### src/rtl/tomasulo_regfile_tagged.sv
// Tagged architectural register file: each entry holds data plus a producer tag, renamed at issue and retired by CDB.
// Optional macro REGFILE_CDB_FORWARD_EN forwards a same-cycle CDB hit onto the read ports.
module tomasulo_regfile_tagged #(
    parameter int               DATA_W     = 9,
    parameter int               TAG_W      = 9,
    parameter int               NREGS      = 8,
    parameter int               ADDR_W     = $clog2(NREGS),
    parameter int               RESET_DATA = 2,
    parameter logic [TAG_W-1:0] NO_TAG     = '1
) (
    input  logic                         clk,
    input  logic                         rst_n,
    input  logic                         issue_valid,
    input  logic [ADDR_W-1:0]            issue_rd,
    input  logic [TAG_W-1:0]             issue_tag,
    input  logic                         cdb_valid,
    input  logic [TAG_W-1:0]             cdb_tag,
    input  logic [DATA_W-1:0]            cdb_data,
    input  logic                         flush,
    input  logic [ADDR_W-1:0]            rs_addr,
    input  logic [ADDR_W-1:0]            rt_addr,
    output logic [DATA_W-1:0]            rs_data,
    output logic [DATA_W-1:0]            rt_data,
    output logic [TAG_W-1:0]             rs_tag,
    output logic [TAG_W-1:0]             rt_tag,
    output logic [$clog2(NREGS+1)-1:0]   pending_cnt,
    output logic                         issue_err
);
    localparam int CNT_W = $clog2(NREGS+1);

    logic [DATA_W-1:0] dataMem  [NREGS];
    logic [TAG_W-1:0]  tagMem   [NREGS];
    logic [DATA_W-1:0] dataNext [NREGS];
    logic [TAG_W-1:0]  tagNext  [NREGS];
    logic [CNT_W-1:0]  countNext;
    logic              cdbLive;
    logic              issueLegal;
    logic              cdbHit;

    assign cdbLive    = cdb_valid && (cdb_tag != NO_TAG);
    assign issueLegal = issue_valid && (issue_tag != NO_TAG);

    // Hits are matched against the current labels, so flush never hides a retiring result from the data.
    always_comb begin
        countNext = '0;
        cdbHit    = 1'b0;
        for (int i = 0; i < NREGS; i++) begin
            cdbHit      = cdbLive && (tagMem[i] == cdb_tag);
            dataNext[i] = cdbHit ? cdb_data : dataMem[i];
            if (flush)
                tagNext[i] = NO_TAG;
            else if (issueLegal && (issue_rd == ADDR_W'(i)))
                tagNext[i] = issue_tag;
            else if (cdbHit)
                tagNext[i] = NO_TAG;
            else
                tagNext[i] = tagMem[i];
            if (tagNext[i] != NO_TAG)
                countNext = countNext + CNT_W'(1);
        end
    end

    always_ff @(posedge clk or negedge rst_n) begin
        if (!rst_n) begin
            for (int i = 0; i < NREGS; i++) begin
                dataMem[i] <= DATA_W'(RESET_DATA);
                tagMem[i]  <= NO_TAG;
            end
            pending_cnt <= '0;
            issue_err   <= 1'b0;
        end else begin
            for (int i = 0; i < NREGS; i++) begin
                dataMem[i] <= dataNext[i];
                tagMem[i]  <= tagNext[i];
            end
            pending_cnt <= countNext;
            issue_err   <= issue_valid && (issue_tag == NO_TAG);
        end
    end

    always_comb begin
        rs_data = dataMem[rs_addr];
        rs_tag  = tagMem[rs_addr];
        rt_data = dataMem[rt_addr];
        rt_tag  = tagMem[rt_addr];
`ifdef REGFILE_CDB_FORWARD_EN
        if (cdbLive && (tagMem[rs_addr] == cdb_tag)) begin
            rs_data = cdb_data;
            rs_tag  = NO_TAG;
        end
        if (cdbLive && (tagMem[rt_addr] == cdb_tag)) begin
            rt_data = cdb_data;
            rt_tag  = NO_TAG;
        end
`else
`endif
    end

endmodule
### config.mk
export PLATFORM = sky130hd
export DESIGN_NAME = tomasulo_regfile_tagged
export DESIGN_NICKNAME = d
export VERILOG_FILES = /design/src/rtl/tomasulo_regfile_tagged.sv
export SDC_FILE = /design/constraint.sdc
export NUM_CORES = 1
export LEC_CHECK = 0
export ABC_AREA = 1
export CAP_MARGIN = 0
export CORE_MARGIN = 3
export CORE_UTILIZATION = 60
export DETAILED_ROUTE_END_ITERATION = 10
export PLACE_DENSITY_LB_ADDON = 0.12
export SYNTH_ARGS = -nofsm -noshare
export SYNTH_HDL_FRONTEND = slang
export SYNTH_SLANG_ARGS = --single-unit
### constraint.sdc
create_clock -name clk -period 5.55 [get_ports clk]
set_input_delay 0.8325 -clock clk [delete_from_list [all_inputs] [get_ports clk]]
set_output_delay 0.8325 -clock clk [all_outputs]
set_load 0.02 [all_outputs]
==> run summary, run 1 <==
kind of critical path -> in2reg
sequential element share of the synthesized area -> 0.349
clock slew at reported path FFs -> 0.07 ns
Syn-to-layout area delta -> 15.9%
Worst R2R Setup Slack -> 0.75 ns
initial antenna violation count -> 1
Final setup viols -> 0
CP Launch Type -> input port
clock sink total -> 149
routed wire length per instance -> 20.8 microns
clock skew -> 0.00992 ns
count of hold-fix buffers inserted at cts -> 0
slew at the pin closest to its max-slew limit -> 1.23 ns
Final nets -> 1707
die height -> 141 microns
# IOs -> 82
Initial Util -> 0.624
first-pass GRT wire length -> 60900 microns
DPL Wire Length -> 28200 microns
most common cell after layout, fill and taps aside -> nand2_1
Post-Syn Instances -> 1587
Cell Rows -> 48
Detailed Route WL -> 39500 microns
Via density -> 6.14
hold crit path type -> in2async
outcome -> complete, no violations
Yosys reg bits -> 149
leakage power -> 0.00615 uW
most frequent CP cell -> nand2_1
cell area after placement -> 12000 sq um
post-route ant nets -> 0
# Max-Cap Violations -> 0
Async SR Flop Fraction -> 1.00
Placed Instances -> 1860
final instance area -> 12700 sq um
crit-path max cell delay -> 0.71 ns
routability cong. -> 1.06
power density over cell area -> 266 nW/um^2
number of flops mapped to enable cells by yosys -> 0
core area -> 17600 sq um
initial DRC count -> 1667
TritonRoute pass-1 iters -> 6
Synth Warn # -> 0
r2r startpoint -> tagMem[62]
most frequent cells in the layout -> 395 x nand2_1, 264 x o21ai_0, 139 x inv_1, 132 x a21oi_1, 106 x nor2_1
largest net degree at the start of global routing -> 93
post-layout min period -> 5.25 ns
met3 Usage GRT -> 0.127
Die Footprint -> 19900 sq um
vias in the first global route -> 10923
clock root cell -> clkbuf_16
Max-Slew Margin vs Limit -> 0.176
Post-Syn Area per Cell -> 6.91 sq um
Tot GR Track Use -> 0.395
Max clock buf depth -> 2
DRC violation count after routing -> 0
Core Util, Final -> 0.723
Slowest cell on crit path -> clkdlybuf4s50_1
fin crit share -> 0.946
CP Capture Type -> flip-flop
worst path arrival time -> 5.58 ns
Data required, critical path -> 5.87 ns
Max IR drop VDD -> 0.000314 V
Hold Vio Cnt, Final -> 0
Post-synth top flop -> dfstp_2
largest fanout on the critical path -> 11
setup slack after layout -> 0.297 ns
PortBufs -> 81
max-slew violations -> 0
met2 Use GR -> 0.571
Clock H-tree levels -> 4
layout cell share with drive strength beyond 1 -> 0.175
Setup TNS -> 0 ns
GR peak layer -> met2
Skew-Pair Late Insertion Delay -> 0.43 ns
Filler Cell Count -> 1509
antenna cells -> 0
met1 GRT Util -> 0.549
Cell variety after synth -> 53
syn_nets -> 1635
CTS tree -> yes
gr ovfl total -> 0
FMAX -> 0.190 GHz
Setup WS pre-CTS -> -0.178 ns
Worst Setup SP -> cdb_tag[0]
Via Count -> 11652
DIE WIDTH -> 141 microns
clock buffer count from CTS -> 17
Post-Syn Area -> 11000 sq um
final cell count without fillers -> 1897
==> kinds of logic (layout without fill, tap and decap cells) <==
group,count (synthesis),in the layout,synth area share
simple gates,664,664,0.284
compound gates,475,475,0.231
buf+inv,258,343,0.100
flops,149,149,0.349
xor+xnor,34,34,0.0278
fa+ha+maj,7,7,0.00798
==> path summary, 6_finish.rpt <==
check | to | depth (start not counted)
setup reg to reg | pending_cnt[1] | 31
hold reg to reg | dataMem[45] | 2
min in group clk | dataMem[45] | 2
hold / removal | dataMem[18] | 1
max in group asynchronous | pending_cnt[0] | 2
setup / recovery | pending_cnt[1] | 29
==> power breakdown <==
part	switching (uW)	total [uW]	internal, uW
clock network	518	1240	724
registers	42.9	1200	1160
logic	603	934	331
==> area by class of cell <==
cell class	instances	area [sq um]	share of cell area
clock buffers	18	429	0.0338
clock inverters	14	189	0.0149
inverters	168	638	0.0502
multi-input cells	1180	6060	0.476
flip-flops and latches	149	3830	0.301
well taps	225	282	0.0221
repair buffers	143	1290	0.101
==> flip-flops by register name, summed over array words and instances, names as in the netlist <==
name	cells
dataMem	72
issue_err	1
pending_cnt	4
tagMem	72
==> worst max-delay path, delay by kind of cell <==
kind	cells	cell delay, ns
AO/OA/AOI/OAI	3	0.50
XOR/XNOR	1	0.17
buffers and inverters	3	0.94
adder cells (fa/ha/maj)	4	1.09
AND/OR/NAND/NOR	18	2.04
==> cells in the mapped netlist, types with 13 or more instances <==
cell      count  area, sq um
nand3_2      22          220
nand2_2      23          144
a31oi_1      37          231
nor2_1      107          402
dfrtp_1      69         1730
a21oi_1     132          661
nand2_1     395         1480
inv_1       142          533
clkbuf_1     52          195
nand3_1      57          285
nand4_1      14         87.6
dfstp_2      80         2100
o21ai_0     265         1330
inv_2        22         82.6
xnor2_1      24          210
o211ai_1     13         97.6
==> routing by layer <==
layer  vias up  part of all wire
met1      5358              0.40
met5         -           0.00033
met3       130              0.14
met2       780              0.42
li1       5382                 -
met4         2             0.044
==> stage by stage <==
| step | hold WS, ns | power (uW) |
|---|---|---|
| finish | 0.450 | 3380 |
| global route | 0.490 | 3520 |
| CTS | 0.493 | 3360 |
| detailed placement | 0.475 | 2130 |
| global placement | 0.468 | 2100 |
| floorplan | 0.453 | 1800 |
==> what timing repair did <==
item	4_1_cts	5_1_grt
resized for setup	0	8
buffers inserted	0	5
setup endpoints to repair	0	3
endpoints found under the hold margin	0	0
Power figures use the tool's default switching activity.
==> run 2: changes to the inputs <==
--- a/config.mk
+++ b/config.mk
@@ -8,7 +8,7 @@
 export ABC_AREA = 1
 export CAP_MARGIN = 0
 export CORE_MARGIN = 3
-export CORE_UTILIZATION = 60
+export CORE_UTILIZATION = 56
 export DETAILED_ROUTE_END_ITERATION = 10
 export PLACE_DENSITY_LB_ADDON = 0.12
 export SYNTH_ARGS = -nofsm -noshare
==> run 2 against run 1 <==
Compared with the run above: clock skew rose by 0.0045 ns; core utilization is 5.1 points lower; highest routed layer is now met4; maximum frequency increased by 3.0%; largest power group unchanged; critical endpoint unchanged; clock-buffer cell count down 1; global-route usage fell by 1.7 points.
==> run summary, run 2 (synthesized netlist as in run 1, its figures left out) <==
outcome -> complete, no violations (unchanged)
Max clock buf depth -> 2 (unchanged)
die height -> 146 microns (was 141 microns)
Filler Cell Count -> 1669 (was 1509)
slew at the pin closest to its max-slew limit -> 1.02 ns (was 1.23 ns)
FMAX -> 0.196 GHz (was 0.190 GHz)
Max IR drop VDD -> 0.000206 V (was 0.000314 V)
routed wire length per instance -> 21.0 microns (was 20.8 microns)
Cell Rows -> 50 (was 48)
Data required, critical path -> 5.88 ns (was 5.87 ns)
Tot GR Track Use -> 0.378 (was 0.395)
Hold Vio Cnt, Final -> 0 (unchanged)
Core Util, Final -> 0.671 (was 0.723)
Detailed Route WL -> 40400 microns (was 39500 microns)
first-pass GRT wire length -> 62300 microns (was 60900 microns)
clock skew -> 0.0144 ns (was 0.00992 ns)
worst path arrival time -> 5.43 ns (was 5.58 ns)
post-layout min period -> 5.10 ns (was 5.25 ns)
setup slack after layout -> 0.450 ns (was 0.297 ns)
Via Count -> 11551 (was 11652)
DPL Wire Length -> 29700 microns (was 28200 microns)
core area -> 19000 sq um (was 17600 sq um)
Die Footprint -> 21300 sq um (was 19900 sq um)
most common cell after layout, fill and taps aside -> nand2_1 (unchanged)
max-slew violations -> 0 (unchanged)
largest net degree at the start of global routing -> 109 (was 93)
power density over cell area -> 266 nW/um^2 (about the same)
# IOs -> 82 (unchanged)
post-route ant nets -> 0 (unchanged)
clock buffer count from CTS -> 17 (unchanged)
clock root cell -> clkbuf_16 (unchanged)
most frequent cells in the layout -> 395 x nand2_1, 264 x o21ai_0, 139 x inv_1, 132 x a21oi_1, 107 x nor2_1 (was 395 x nand2_1, 264 x o21ai_0, 139 x inv_1, 132 x a21oi_1, 106 x nor2_1)
DIE WIDTH -> 146 microns (was 141 microns)
# Max-Cap Violations -> 0 (unchanged)
Via density -> 5.99 (was 6.14)
clock sink total -> 149 (unchanged)
Final setup viols -> 0 (unchanged)
vias in the first global route -> 10582 (was 10923)
Regs by FF count -> dataMem: 72 flops, tagMem: 72 flops, pending_cnt: 4 flops (unchanged)
Max-Slew Margin vs Limit -> 0.321 (was 0.176)
fin crit share -> 0.919 (was 0.946)
Skew-Pair Late Insertion Delay -> 0.45 ns (was 0.43 ns)
TritonRoute pass-1 iters -> 8 (was 6)
Slowest cell on crit path -> clkdlybuf4s50_1 (unchanged)
gr ovfl total -> 0 (unchanged)
Setup WS pre-CTS -> -0.137 ns (was -0.178 ns)
PortBufs -> 81 (unchanged)
routability cong. -> 1.02 (was 1.06)
CP Launch Type -> input port (unchanged)
crit-path max cell delay -> 0.62 ns (was 0.71 ns)
kind of critical path -> in2reg (unchanged)
CP Capture Type -> flip-flop (unchanged)
Final nets -> 1703 (was 1707)
layout cell share with drive strength beyond 1 -> 0.173 (was 0.175)
leakage power -> 0.00611 uW (was 0.00615 uW)
antenna cells -> 0 (unchanged)
hold crit path type -> reg2reg (was in2async)
count of hold-fix buffers inserted at cts -> 0 (unchanged)
most frequent CP cell -> nand2_1 (unchanged)
initial antenna violation count -> 0 (was 1)
initial DRC count -> 1669 (was 1667)
DRC violation count after routing -> 0 (unchanged)
largest fanout on the critical path -> 11 (unchanged)
Clock H-tree levels -> 4 (unchanged)
CTS tree -> yes (unchanged)
Placed Instances -> 1895 (was 1860)
Initial Util -> 0.579 (was 0.624)
final cell count without fillers -> 1928 (was 1897)
clock slew at reported path FFs -> 0.08 ns (was 0.07 ns)
Syn-to-layout area delta -> 16.0% (was 15.9%)
Setup TNS -> 0 ns (unchanged)
[run 2: cell types whose count changed in the layout (fill, tap and decap cells not counted), moves of 2 or more]
| cell | delta |
|---|---|
| clkinv_8 | +5 |
| clkdlybuf4s50_1 | +3 |
| bufinv_16 | -2 |
| inv_6 | -5 |
| buf_4 | -4 |
| dlymetal6s2s_1 | -3 |
| inv_8 | +4 |
[run 2: path summary, 6_finish.rpt]
kind | depth (start not counted) | slack (ns) | end | from
max | 29 | 0.45 | pending_cnt[1] | cdb_tag[2]
min reg2reg | 2 | 0.49 | dataMem[56] | dataMem[56]
max reg2reg | 31 | 0.87 | pending_cnt[1] | tagMem[69]
min in group asynchronous | 1 | 0.52 | dataMem[20] | rst_n
min | 2 | 0.49 | dataMem[56] | dataMem[56]
max in group asynchronous | 2 | 3.86 | tagMem[61] | rst_n
[run 2: where the power goes]
group | switching [uW] | internal [uW] | total [uW]
clock | 587 | 659 | 1250
combinational | 605 | 331 | 936
sequential | 42.0 | 1160 | 1200
total | 1230 | 2150 | 3380
[run 2: per-stage QoR]
stage	total power (uW)	cell area (sq um)	hold WS (ns)
CTS	3370	12700	0.491
detailed placement	2130	12100	0.473
floorplan	1800	11000	0.453
finish	3380	12700	0.489
global route	3540	12700	0.506
global placement	2120	12100	0.466
[run 2: area by class of cell]
cell class / count / area (sq um) / share of cell area
clock buffer: 17 / 425 / 0.0334
clock inverter: 15 / 208 / 0.0163
inverter: 168 / 638 / 0.0501
multi-input combinational: 1180 / 6050 / 0.475
sequential: 149 / 3830 / 0.301
tap: 260 / 325 / 0.0256
timing repair buffer: 139 / 1250 / 0.0984
[run 2: layer usage]
layer | part of all wire | GRT usage
met3 | 0.12 | 0.106
met2 | 0.42 | 0.550
met4 | 0.042 | 0.139
met5 | 0 | 0
met1 | 0.41 | 0.540
[run 2: critical path, delay by kind of cell]
kind	cells	cell delay (ns)
AO/OA/AOI/OAI	4	0.76
adder cells (fa/ha/maj)	4	1.05
buffers and inverters	3	0.81
AND/OR/NAND/NOR	18	1.98
[run 2: timing repair]
item / in CTS / in global routing
endpoints found under the setup margin: 0 / 3
endpoints found under the hold margin: 0 / 0
resized for setup: 0 / 3
setup buffers: 0 / 1
